===== src/rtl/neq3_share_arb.sv =====
// Round-robin sequencer that time-shares one registered not-all-equal stage among NREQ requesters.
// Optional saturating mismatch counter enabled by defining NEQ3_MISMATCH_CNT_EN.

module neq3_share_arb_lane #(
  parameter int IDW = 2,
  parameter int IDX = 0
) (
  input  logic           vld,
  input  logic [IDW-1:0] ptr,
  output logic           hi
);
  // Requester is eligible in the first (non-wrapped) search pass.
  assign hi = vld && (IDW'(IDX) >= ptr);
endmodule

module neq3_share_arb #(
  parameter  int NREQ  = 4,
  parameter  int CNT_W = 8,
  localparam int IDW   = (NREQ > 1) ? $clog2(NREQ) : 1
) (
  input  logic              clk,
  input  logic              rst_n,
  input  logic [NREQ-1:0]   req_valid,
  input  logic [3*NREQ-1:0] req_data,
  input  logic [NREQ-1:0]   req_en,
  output logic [NREQ-1:0]   req_ready,
  output logic              rsp_valid,
  input  logic              rsp_ready,
  output logic [IDW-1:0]    rsp_id,
  output logic              rsp_flag,
  output logic              busy
`ifdef NEQ3_MISMATCH_CNT_EN
  ,
  input  logic              cnt_clr,
  output logic [CNT_W-1:0]  mis_cnt
`endif
);

  typedef enum logic [1:0] {S_IDLE, S_EVAL, S_RESP} state_t;

  if (NREQ < 1 || NREQ > 16 || CNT_W < 1) begin : g_bad_param
    $error("neq3_share_arb: NREQ must be 1..16 and CNT_W >= 1");
  end

  state_t            state_q, state_d;
  logic [IDW-1:0]    rr_ptr_q, rr_ptr_d;
  logic [2:0]        op_data_q, op_data_d;
  logic              op_en_q, op_en_d;
  logic [IDW-1:0]    op_id_q, op_id_d;
  logic              rsp_flag_q, rsp_flag_d;
  logic [IDW-1:0]    rsp_id_q, rsp_id_d;

  logic [NREQ-1:0]   hi_mask;
  logic              sel_any, sel_hi_any;
  logic [IDW-1:0]    sel_idx;
  logic [NREQ-1:0]   sel_oh;
  logic [2:0]        sel_data;
  logic              sel_en;
  logic              hs;

  for (genvar gi = 0; gi < NREQ; gi++) begin : g_lane
    neq3_share_arb_lane #(.IDW(IDW), .IDX(gi)) u_lane (
      .vld (req_valid[gi]),
      .ptr (rr_ptr_q),
      .hi  (hi_mask[gi])
    );
  end

  // Two-pass round robin: lowest eligible index at/after rr_ptr, else lowest overall.
  always_comb begin
    sel_any    = |req_valid;
    sel_hi_any = |hi_mask;
    sel_idx    = '0;
    for (int i = NREQ - 1; i >= 0; i--) begin
      if (sel_hi_any ? hi_mask[i] : req_valid[i]) sel_idx = IDW'(i);
    end
  end

  always_comb begin
    sel_oh   = '0;
    sel_data = '0;
    sel_en   = 1'b0;
    for (int i = 0; i < NREQ; i++) begin
      if (sel_idx == IDW'(i)) begin
        sel_oh[i] = 1'b1;
        sel_data  = req_data[3*i +: 3];
        sel_en    = req_en[i];
      end
    end
  end

  assign rsp_valid = (state_q == S_RESP);
  assign busy      = (state_q != S_IDLE);
  assign rsp_id    = rsp_id_q;
  assign rsp_flag  = rsp_flag_q;
  assign hs        = rsp_valid && rsp_ready;

  always_comb begin
    state_d    = state_q;
    rr_ptr_d   = rr_ptr_q;
    op_data_d  = op_data_q;
    op_en_d    = op_en_q;
    op_id_d    = op_id_q;
    rsp_flag_d = rsp_flag_q;
    rsp_id_d   = rsp_id_q;
    req_ready  = '0;
    case (state_q)
      S_IDLE: begin
        if (sel_any) begin
          req_ready = sel_oh;
          op_data_d = sel_data;
          op_en_d   = sel_en;
          op_id_d   = sel_idx;
          state_d   = S_EVAL;
        end
      end
      S_EVAL: begin
        rsp_flag_d = op_en_q &
                     ~((op_data_q[0] == op_data_q[1]) & (op_data_q[1] == op_data_q[2]));
        rsp_id_d   = op_id_q;
        state_d    = S_RESP;
      end
      S_RESP: begin
        if (rsp_ready) begin
          // With NREQ == 1 this always resolves to 0.
          rr_ptr_d = (rsp_id_q == IDW'(NREQ - 1)) ? '0 : rsp_id_q + IDW'(1);
          state_d  = S_IDLE;
        end
      end
      default: state_d = S_IDLE;
    endcase
  end

  always_ff @(posedge clk or negedge rst_n) begin
    if (!rst_n) begin
      state_q    <= S_IDLE;
      rr_ptr_q   <= '0;
      op_data_q  <= '0;
      op_en_q    <= 1'b0;
      op_id_q    <= '0;
      rsp_flag_q <= 1'b0;
      rsp_id_q   <= '0;
    end else begin
      state_q    <= state_d;
      rr_ptr_q   <= rr_ptr_d;
      op_data_q  <= op_data_d;
      op_en_q    <= op_en_d;
      op_id_q    <= op_id_d;
      rsp_flag_q <= rsp_flag_d;
      rsp_id_q   <= rsp_id_d;
    end
  end

`ifdef NEQ3_MISMATCH_CNT_EN
  logic [CNT_W-1:0] mis_cnt_q, mis_cnt_d;

  // Clear takes precedence over a same-cycle increment.
  always_comb begin
    mis_cnt_d = mis_cnt_q;
    if (cnt_clr) begin
      mis_cnt_d = '0;
    end else if (hs && rsp_flag_q && (mis_cnt_q != {CNT_W{1'b1}})) begin
      mis_cnt_d = mis_cnt_q + CNT_W'(1);
    end
  end

  always_ff @(posedge clk or negedge rst_n) begin
    if (!rst_n) mis_cnt_q <= '0;
    else        mis_cnt_q <= mis_cnt_d;
  end

  assign mis_cnt = mis_cnt_q;
`endif

endmodule


===== config.mk =====
export PLATFORM = sky130hd
export DESIGN_NAME = neq3_share_arb
export DESIGN_NICKNAME = d
export VERILOG_FILES = /design/src/rtl/neq3_share_arb.sv
export SDC_FILE = /design/constraint.sdc
export NUM_CORES = 1
export LEC_CHECK = 0
export CORE_MARGIN = 1
export CORE_UTILIZATION = 43
export CTS_CLUSTER_DIAMETER = 100
export DETAILED_ROUTE_END_ITERATION = 16
export GPL_TIMING_DRIVEN = 0
export HOLD_SLACK_MARGIN = 0.03
export PLACE_DENSITY = 0.85
export SLEW_MARGIN = 25
export SYNTH_ARGS = -nofsm -noshare
export SYNTH_HDL_FRONTEND = slang
export SYNTH_SLANG_ARGS = --single-unit

===== constraint.sdc =====
create_clock -name clk -period 2.1 [get_ports clk]
set_clock_uncertainty 0.1 [all_clocks]
set_input_delay 0.315 -clock clk [delete_from_list [all_inputs] [get_ports clk]]
set_output_delay 0.315 -clock clk [all_outputs]
set_load 0.05 [all_outputs]

---- After elaboration in Yosys (flattened, before gate mapping) ----
Index checks and enable logic that the tools add are counted.
storage, ports and cells
  output and inout bits ................... 9
  flip-flop bits (word level) ............. 13
  input bits .............................. 23
cells by class
  reductions and logical operators ........ 12
  bitwise operators ....................... 3
  multiplexer cells ....................... 26
  order comparisons ....................... 4
  equal/unequal tests ..................... 10
  add/subtract/negate cells ............... 1
operator list
  kind                 number
  $mux 2               7
  $mux 1               12
  $mux 3               4
  $eq 2x2->1 const B   4
  $mux 4               2
  $reduce_or 4->1      2
  $pmux 2 s3           1
  $reduce_and 2->1     3
  $eq 2x1->1 const B   2
  $ge 1x2->1 const A   2
  $ge 2x2->1 const A   2
  $logic_and 1x1->1    4
  $logic_not 2->1      2
  $add 2x1->2 const B  1
  $and 1x1->1          2
  $eq 1x1->1           2
  $ne 2x1->1 const B   1
  $ne 2x2->1 const B   1
  $reduce_bool 2->1    1
  $not 1->1            1

---- Longest topological paths before layout ----
Gate-level depths: netlist (run 1).
  depth after elaboration ................. 13
  mapped depth ............................ 7
  depth with buffers taken out ............ 6

---- By module ----
Synthesis (run 1) repeated with hierarchy kept, for this count alone.
second synthesis, totals
  cells, all modules ...................... 92
  area total of the unflattened synthesis .. 900.9 µm²
modules (own cells, without submodules)
  module                                   instances  area an instance (µm²)  seq. area each (µm²)  cells an instance
  neq3_share_arb                           1          855.8                   325.3                 88
  neq3_share_arb_lane at g_lane[1].u_lane  1          13.8                    0.0                   1
  neq3_share_arb_lane at g_lane[0].u_lane  1          12.5                    0.0                   1
  neq3_share_arb_lane at g_lane[2].u_lane  1          11.3                    0.0                   1
  neq3_share_arb_lane at g_lane[3].u_lane  1          7.5                     0.0                   1

---- Least setup slack after synthesis (run 1) ----
Ideal clock, no wire load.
  path type ............................... reg-to-output
  from .................................... register state_q[1]
  to ...................................... output req_ready[1]
  cell stages (with the launch flop) ...... 6
  setup slack ............................. -447 ps
  arrival ................................. 2132 ps
  path buffers ............................ 1
  required time ........................... 1685 ps
  path through ............................ dfrtp_1 -> or2_1 -> or2_1 -> buf_2 -> a21oi_4 -> nor2b_1
on the way
  longest elaborated chain between the ends .. 2
ends and longest elaborated chain
  what                    line  source
  from (decl)             45    state_t state_q, state_d;
  from (signal assigned)  144   state_q <= state_d;
  $logic_not 2->1         107   case (state_q)
  $mux 4                  107
  to (decl)               26    output logic [NREQ-1:0] req_ready,
No other way between the ends.

---- Final worst setup path (run 1) ----
  from .................................... register rr_ptr_q[1]
  to ...................................... output req_ready[1]
on the way
  longest elaborated chain between the ends .. 12
ends and longest elaborated chain
  what                                      line  source
  from (decl)                               46    logic [IDW-1:0] rr_ptr_q, rr_ptr_d;
  from (signal assigned)                    145   rr_ptr_q <= rr_ptr_d;
  $ge 1x2->1 or $ge 2x2->1 (tied branches)  13    assign hi = vld && (IDW'(IDX) >= ptr);
  $logic_and 1x1->1                         13
  $reduce_or 4->1                           72    sel_hi_any = |hi_mask;
  $mux 1                                    75    if (sel_hi_any ? hi_mask[i] : req_valid[i]) sel_idx = IDW'(i);
  $mux 2 (3 in a row)                       75
  $mux 2 (*)                                75
  $eq 2x1->1 (*)                            84    if (sel_idx == IDW'(i)) begin
  $mux 1 (*)                                84
  $mux 4 (*)                                109   if (sel_any) begin
  $mux 4 (*)                                107
Mark *: on every way between the ends. The rest lies on a longest branch, timed or not.

==> results of run 1 <==
==> synthesized netlist by cell type, types with 2 or more instances <==
cell type	count	area [sq um]
dfrtp_1	13	325
o21ai_0	8	40.0
nand3_1	6	30.0
inv_1	5	18.8
nand2_1	4	15.0
nor2_1	4	15.0
a21oi_1	3	15.0
a221o_1	3	30.0
mux2_1	3	33.8
mux2_2	3	33.8
a21o_1	2	15.0
nand2b_1	2	12.5
nor2b_1	2	12.5
o22ai_1	2	12.5
or2_1	2	12.5
==> routing by layer <==
metal  GRT usage [%]  up-vias  share of wire, %
li1                -      414                 -
met1            26.7      405                43
met2            35.2       32                51
met3            1.57        7               3.6
met4            9.41        0               2.0
met5               0        -                 0
==> report_power, final <==
| part | switching, W | internal [W] | leakage (nW) |
|---|---|---|---|
| combinational | 0.000659 | 0.000566 | 0.410 |
| clock | 0.0000763 | 0.0000734 | 0.0150 |
| sequential | 0.000104 | 0.000374 | 0.159 |
==> area by class of cell <==
| cell class | count | area share, % |
|---|---|---|
| flip-flops and latches | 13 | 24.4 |
| inverters | 6 | 1.86 |
| clock buffers | 4 | 1.96 |
| plain buffers | 1 | 0.839 |
| multi-input cells | 67 | 39.7 |
| well taps | 25 | 2.33 |
| repair buffers | 42 | 28.9 |
==> what timing repair did <==
item	CTS	global route
pin swaps	3	3
hold endpoints to repair	0	0
hold buffers	0	0
gates resized for setup	47	6
setup buffers	6	5
cloned	0	0
endpoints found under the setup margin	8	4
==> kinds of logic (layout without fill, tap and decap cells) <==
family / count (synthesis) / in the layout / synth area share, %
buf+inv: 7 / 53 / 3.28
mux: 6 / 6 / 8.06
simple gates: 30 / 30 / 20.9
fa+ha+maj: 1 / 1 / 1.49
compound gates: 30 / 30 / 27.5
flops: 13 / 13 / 38.8
==> per-stage QoR <==
step / util (%) / hold WS (ns) / power, W
3_5_place_dp: 67.4 / 0.366 / 0.00150
3_3_place_gp: 67.4 / 0.358 / 0.00147
2_1_floorplan: - / -0.0806 / 0.00120
6_report: 75.3 / 0.295 / 0.00185
5_1_grt: 75.3 / 0.348 / 0.00195
4_1_cts: 73.6 / 0.311 / 0.00177
==> sequential cells by signal (all words and copies together) (netlist names) <==
register   count
op_en_q        1
rsp_id         2
op_data_q      3
rsp_flag       1
state_q        2
op_id_q        2
rr_ptr_q       2
==> final timing paths <==
check,to,slack [ns]
max in group asynchronous,rr_ptr_q[1],1.22
worst max register to register,op_en_q,0.14
worst min register to register,op_id_q[0],0.38
min in group clk,op_data_q[0],0.35
worst min-delay path,rsp_id[1],0.29
worst max-delay path,req_ready[1],-0.1
==> metrics, run 1 <==
multi-input gate area in the final layout between 500 and 600 sq um; max-cap violation count 0; CP arrival 1.78 ns; final WL 2.10 mm; nets 158; Rows 15; CP top delay family simple AND/OR/NAND/NOR gates; Fin. Hold Viols 0; crit path max fanout 6; Detail Route Antenna Nets 0; Crit path depth 4; unique cell type count in the Yosys netlist 40; setup violators final 3; Worst-Skew Late Latency 0.27 ns; setup TNS -0.265 ns; placed inst area 1200 sq um; slowest stage cell, crit path or4_4; CTS Buf Count 3; worst-case reg-to-reg path depth 6; die span in y 46.2 um; H-tree levels 1; Post-Synthesis Cells 87; FILL cells 123; FFs w/ async S/R, synth 100%; slowest stage delay, CP between 0.5 and 0.6 ns; HP Class in2async; global route overflow 0; maximum buffer depth of the clock tree 2; vias in the first global route roughly 740; clock-pin slew of the registers on the worst-case setup and hold paths 0.08 ns; Syn Area/Cell 9.64 sq um; Final Cycle Share 105%; core area 1780 sq um; Post-Place Cells ~140; most common cell after layout, fill and taps aside clkdlybuf4s50_1; IO buf count 31; Slew Limit Fails 0; fin cells 158; initial antenna violation count 0; Mapped Area ~840 sq um; DRC Markers 0; top achievable clock speed 0.455 GHz; layout cells sized above 1 34.6%; crit-path cells or4_4 -> a21oi_4 -> nor2b_4 -> buf_6; largest net degree at the start of global routing 14; Root Buffer clkbuf_4; flip-flop and latch area 328 sq um; aggregate global-route resource usage about a fifth; startpoint types flop; leakage power approximately 0.58 nW; crit path from rr_ptr_q[1]; RSZ-0062 raised after global routing yes; Initial Utilization a little under half; # clock sinks 13; most frequent cells in the layout clkdlybuf4s50_1, dfrtp_1, buf_4; first-pass iteration count of the detailed router 4; DR vias about 860; first-pass GRT wire length around 3.2 mm; Net Count, Synth around 110; failing checks negative setup slack; dpl ws -1.11 ns; DR vias/cell 5.43; Synth warnings 0; post-detail-place hpwl 1.51 mm; final instance area 1340 sq um; worst vdd ir 0.766 mV; Diodes inserted 0; post-layout min period between 2 and 2.5 ns; Seq/Total Area, Yosys between 30 and 40%; crit end category output pin; status finished, violations left; die area 2130 sq um; WP buf/inv 1; area growth from synthesis to layout 60.1%; Die Width 46.2 um; mean routed wirelength per cell between 10 and 15 um; Detailed Route Iter0 Violations 14; Worst slew margin 64.1%; Worst Path Required roughly 1.7 ns; number of synthesized flops with an enable pin 0; Post-synth top flop dfrtp_1; CTS tree done; worst-margin pin slew 0.537 ns; reg2reg start rr_ptr_q[0]; crit path kind reg2out; final setup margin -0.0962 ns; P per Cell Area 1380 nW/um^2; Routability Congestion 0.789; Yosys reg bits 13; IO Pins 32
(Power assumes the default switching activity.)
==> run 2, diff against run 1 <==
--- a/config.mk
+++ b/config.mk
@@ -13,5 +13,5 @@
 export HOLD_SLACK_MARGIN = 0.03
 export PLACE_DENSITY = 0.85
-export SLEW_MARGIN = 25
+export SLEW_MARGIN = 20
 export SYNTH_ARGS = -nofsm -noshare
 export SYNTH_HDL_FRONTEND = slang
==> constraint.sdc (replaced) <==
create_clock -name clk -period 2.1 [get_ports clk]
set_clock_uncertainty 0.1 [all_clocks]
set_input_delay 0.21 -clock clk [delete_from_list [all_inputs] [get_ports clk]]
set_output_delay 0.21 -clock clk [all_outputs]
set_load 0.05 [all_outputs]
==> metrics, run 2 (synthesized netlist as in run 1, its figures left out) <==
DR vias/cell around 5.4; startpoint types flop; vias in the first global route 782; worst vdd ir 0.766 mV; nets between 150 and 200; first-pass GRT wire length 3.17 mm; H-tree levels 1; register with the most flip-flops op_data_q; most frequent cells in the layout clkdlybuf4s50_1, dfrtp_1, o21ai_0; WP buf/inv 1; Final Cycle Share 99.7%; met1 usage 23.8%; CTS Buf Count 3; Root Buffer clkbuf_4; setup violators final 0; IO Pins 32; maximum buffer depth of the clock tree 2; status finished, final reports clean; mean routed wirelength per cell ~13 um; clock-pin slew of the registers on the worst-case setup and hold paths 0.08 ns; Worst slew margin 61.7%; Detail Route Antenna Nets 0; first-pass iteration count of the detailed router 4; IO buf count 31; slowest stage cell, crit path dfrtp_1; worst-margin pin slew 0.572 ns; Total Power around 0.0017 W; RSZ-0062 raised after global routing yes; Worst Path Required 1.79 ns; area growth from synthesis to layout 53.1%; crit-path cells and2b_4 -> a2111o_1 -> a21oi_4 -> nor2b_4 -> buf_6; most common cell after layout, fill and taps aside clkdlybuf4s50_1; Routability Congestion 0.762; top achievable clock speed 0.477 GHz; P per Cell Area 1350 nW/um^2; initial antenna violation count 0; Worst-Skew Late Latency 0.27 ns; Largest register FFs 3; slowest stage delay, CP 0.39 ns; Most Used Layer, Global Route met2; DR vias 825; DRC Markers 0; GRT met3 Usage 3.53%; CP arrival 1.78 ns; Fin. Hold Viols 0; global route overflow 0; # clock sinks 13; Detailed Route Iter0 Violations 7; leakage power 0.552 nW; largest net degree at the start of global routing 14; met2 Use GR 38.3%; Diodes inserted 0; core area 1780 sq um; max-cap violation count 0; final WL 2.02 mm; post-layout min period 2.09 ns; post-detail-place hpwl 1.58 mm; CP top delay family compound AO/OA/AOI/OAI gates; Slew Limit Fails 0; CTS tree done; layout cells sized above 1 27.3%; crit path kind reg2out; Rows 15; Die Width 46.2 um; hold slack 0.197 ns; die span in y 46.2 um; aggregate global-route resource usage 21.0%; Initial Utilization 47.0%; crit end category output pin; die area around 2100 sq um; crit path max fanout 6; HP Class in2async
[run 2: where the power goes]
group	internal [W]	leakage [nW]	switching, W
clock	0.0000736	0.0150	0.0000805
combinational	0.000494	0.377	0.000632
sequential	0.000372	0.160	0.0000829
total	0.000939	0.552	0.000795
[run 2: metal layers]
metal	part of all wire [%]	wire length (um)	vias to the layer above
li1	-	-	405
met4	1.4	29	0
met5	0	0	-
met2	52	1060	23
met3	1.9	39	4
met1	44	898	393
[run 2: per-stage QoR]
stage          setup slack [ns]  area [sq um]  setup TNS (ns)  utilization (%)  instances
2_1_floorplan            -0.101           852          -0.101                -         87
3_3_place_gp             -0.888          1190           -3.55             66.9        143
3_5_place_dp             -0.909          1190           -3.67             66.9        143
4_1_cts                 -0.0197          1250         -0.0197             70.1        150
5_1_grt                 -0.0731          1280          -0.190             72.0        153
6_report                0.00533          1280               0             72.0        153
[run 2: timing repair]
item | in CTS | in global routing
pin swaps | 3 | 0
resized for setup | 34 | 4
endpoints found under the setup margin | 4 | 3
buffers inserted | 3 | 3
hold endpoints to repair | 0 | 0
hold buffers | 0 | 0
[run 2: path summary, 6_finish.rpt]
path                             start           end  slack (ns)  depth (start not counted)
max in group asynchronous        rst_n   rr_ptr_q[1]        1.30                          1
hold reg to reg             op_id_q[1]    op_id_q[1]        0.38                          2
setup reg to reg           rr_ptr_q[1]  op_data_q[1]        0.21                          6
hold / removal                   rst_n    state_q[0]        0.20                          1
min in group clk            op_id_q[1]    op_id_q[1]        0.38                          2
setup / recovery           rr_ptr_q[0]  req_ready[1]       0.005                          5
[run 2: worst register-to-register path: stages (launching register included)]
cell	delay [ns]
dfrtp_2	0.39
buf_4	0.13
nand2_2	0.08
a211oi_4	0.35
nor2_4	0.11
mux2_1	0.32
a221o_1	0.32
[run 2: layout make-up]
type | count | area, sq um
Buffer | 1 | 11.3
Clock buffer | 4 | 26.3
Fill cell | 138 | 499
Inverter | 6 | 22.5
Multi-Input combinational cell | 67 | 513
Sequential cell | 13 | 327
Tap cell | 25 | 31.3
Timing Repair Buffer | 37 | 353
==> run 3, diff against run 2 <==
- CORE_ASPECT_RATIO: default -> 2
- CORE_UTILIZATION: 43 -> 30
- PLACE_DENSITY: 0.85 -> 0.64
- SKIP_LAST_GASP: default -> 1
==> metrics, run 3 (synthesized netlist as in run 1, its figures left out) <==
area growth from synthesis to layout 52.8%; Reg power frac about 27%; crit-path cells nor2b_4 -> or4_4 -> a21oi_4 -> nor2b_2 -> buf_6; layout cells sized above 1 26.4%; Detailed Route Iter0 Violations 14; HP Class in2async; setup TNS -0.0248 ns; max-cap violation count 0; CTS tree done; Clk pwr share 12.5%; startpoint types flop; RSZ-0062 raised after global routing yes; slowest stage cell, crit path or4_4; core area 2600 sq um; final WL about 2 mm; aggregate global-route resource usage 15.5%; CP arrival 1.81 ns; Int Pwr 0.000966 W; Diodes inserted 0; # clock sinks 13; dpl ws -0.915 ns; Fin. Hold Viols 0; post-layout min period 2.12 ns; Worst-Skew Late Latency about 0.24 ns; vias in the first global route 778; DRC Markers 0; Total Power 0.00175 W; Psw 0.000786 W; CTS Buf Count 3; P per Cell Area 1370 nW/um^2; crit end category output pin; first-pass GRT wire length roughly 3.4 mm; Worst slew margin 61.5%; clock-pin slew of the registers on the worst-case setup and hold paths 0.05 ns; status finished, violations left; Final Cycle Share 101%; Comb power frac 60.5%; Detail Route Antenna Nets 0; largest net degree at the start of global routing 14; Largest register FFs 3; global route overflow 0; worst r2r dst op_data_q[1]; fin cells 153; Slew Limit Fails 0; nets 150; crit path kind reg2out; post-detail-place hpwl 1.61 mm; Reg2Reg Setup Slack ~0.22 ns; Initial Utilization between 30 and 40%; Post-Place Cells ~150; leakage power 0.546 nW; initial antenna violation count 0; crit path max fanout 4; Rows 26; IO buf count 31; mean routed wirelength per cell 13.0 um; most common cell after layout, fill and taps aside clkdlybuf4s50_1; Root Buffer clkbuf_8; Routability Congestion 0.719; most frequent cells in the layout clkdlybuf4s50_1, dfrtp_1, o21ai_0; worst-case reg-to-reg path depth 5; IO Pins 32; first-pass iteration count of the detailed router 2; failing checks negative setup slack; setup violators final 1; maximum buffer depth of the clock tree 2; top achievable clock speed approximately 0.47 GHz; Die Width ~40 um; register with the most flip-flops op_data_q; DR vias/cell 5.18; slowest stage delay, CP 0.56 ns; Worst Path Required 1.79 ns; H-tree levels 1; die area between 3000 and 4000 sq um; worst vdd ir 0.630 mV; Switching Fraction 44.9%; worst-margin pin slew 0.576 ns; die span in y 76.8 um; hold buffer count at cts 0; final setup margin -0.0248 ns; DR vias 793; reg2reg start rr_ptr_q[0]
-- run 3: power by group through the flow --
stage | logic, W | clock network (W) | registers [W]
6_report | 0.00106 | 0.000218 | 0.000474
5_1_grt | 0.00115 | 0.000241 | 0.000491
4_1_cts | 0.00108 | 0.000223 | 0.000469
3_5_place_dp | 0.00102 | 0 | 0.000470
3_3_place_gp | 0.00100 | 0 | 0.000463
2_1_floorplan | 0.000662 | 0 | 0.000523
-- run 3: worst max-delay path by stage --
stage / start / end / slack [ns]
2_1_floorplan: state_q[1] / req_ready[1] / -0.10
6_report: rr_ptr_q[0] / req_ready[1] / -0.02
3_3_place_gp: req_valid[3] / req_ready[1] / -0.89
3_5_place_dp: req_valid[3] / req_ready[1] / -0.92
4_1_cts: rr_ptr_q[0] / req_ready[1] / -0.06
5_1_grt: rr_ptr_q[0] / req_ready[1] / -0.11
-- run 3: timing repair --
item,CTS,global route
gates resized for setup,34,4
pin swaps,3,1
endpoints found under the setup margin,4,4
setup buffers,3,0
-- run 3: worst max-delay path: cells and delay by family, from the launching register on --
family | cells | cell delay, ns
simple gates | 3 | 0.80
compound gates | 1 | 0.20
flops | 1 | 0.41
buf+inv | 1 | 0.17
-- run 3: per-layer routing --
metal,part of all wire [%],global-route usage (%)
met2,58,27.0
met3,3.5,2.60
met4,1.4,5.17
met5,0,0
met1,37,17.9
-- run 3: area by class of cell --
type	count	area (sq um)
Inverter	6	22.5
Clock buffer	4	45.0
Timing Repair Buffer	34	330
Multi-Input combinational cell	67	513
Fill cell	275	1320
Sequential cell	13	328
Buffer	1	7.51
Tap cell	28	35.0
-- run 3: metrics by stage --
step | util [%] | hold slack [ns] | cell area (sq um)
6_report | 49.2 | 0.241 | 1280
3_3_place_gp | 46.0 | 0.361 | 1200
4_1_cts | 49.2 | 0.264 | 1280
5_1_grt | 49.2 | 0.281 | 1280
2_1_floorplan | - | -0.186 | 852
3_5_place_dp | 46.0 | 0.365 | 1200
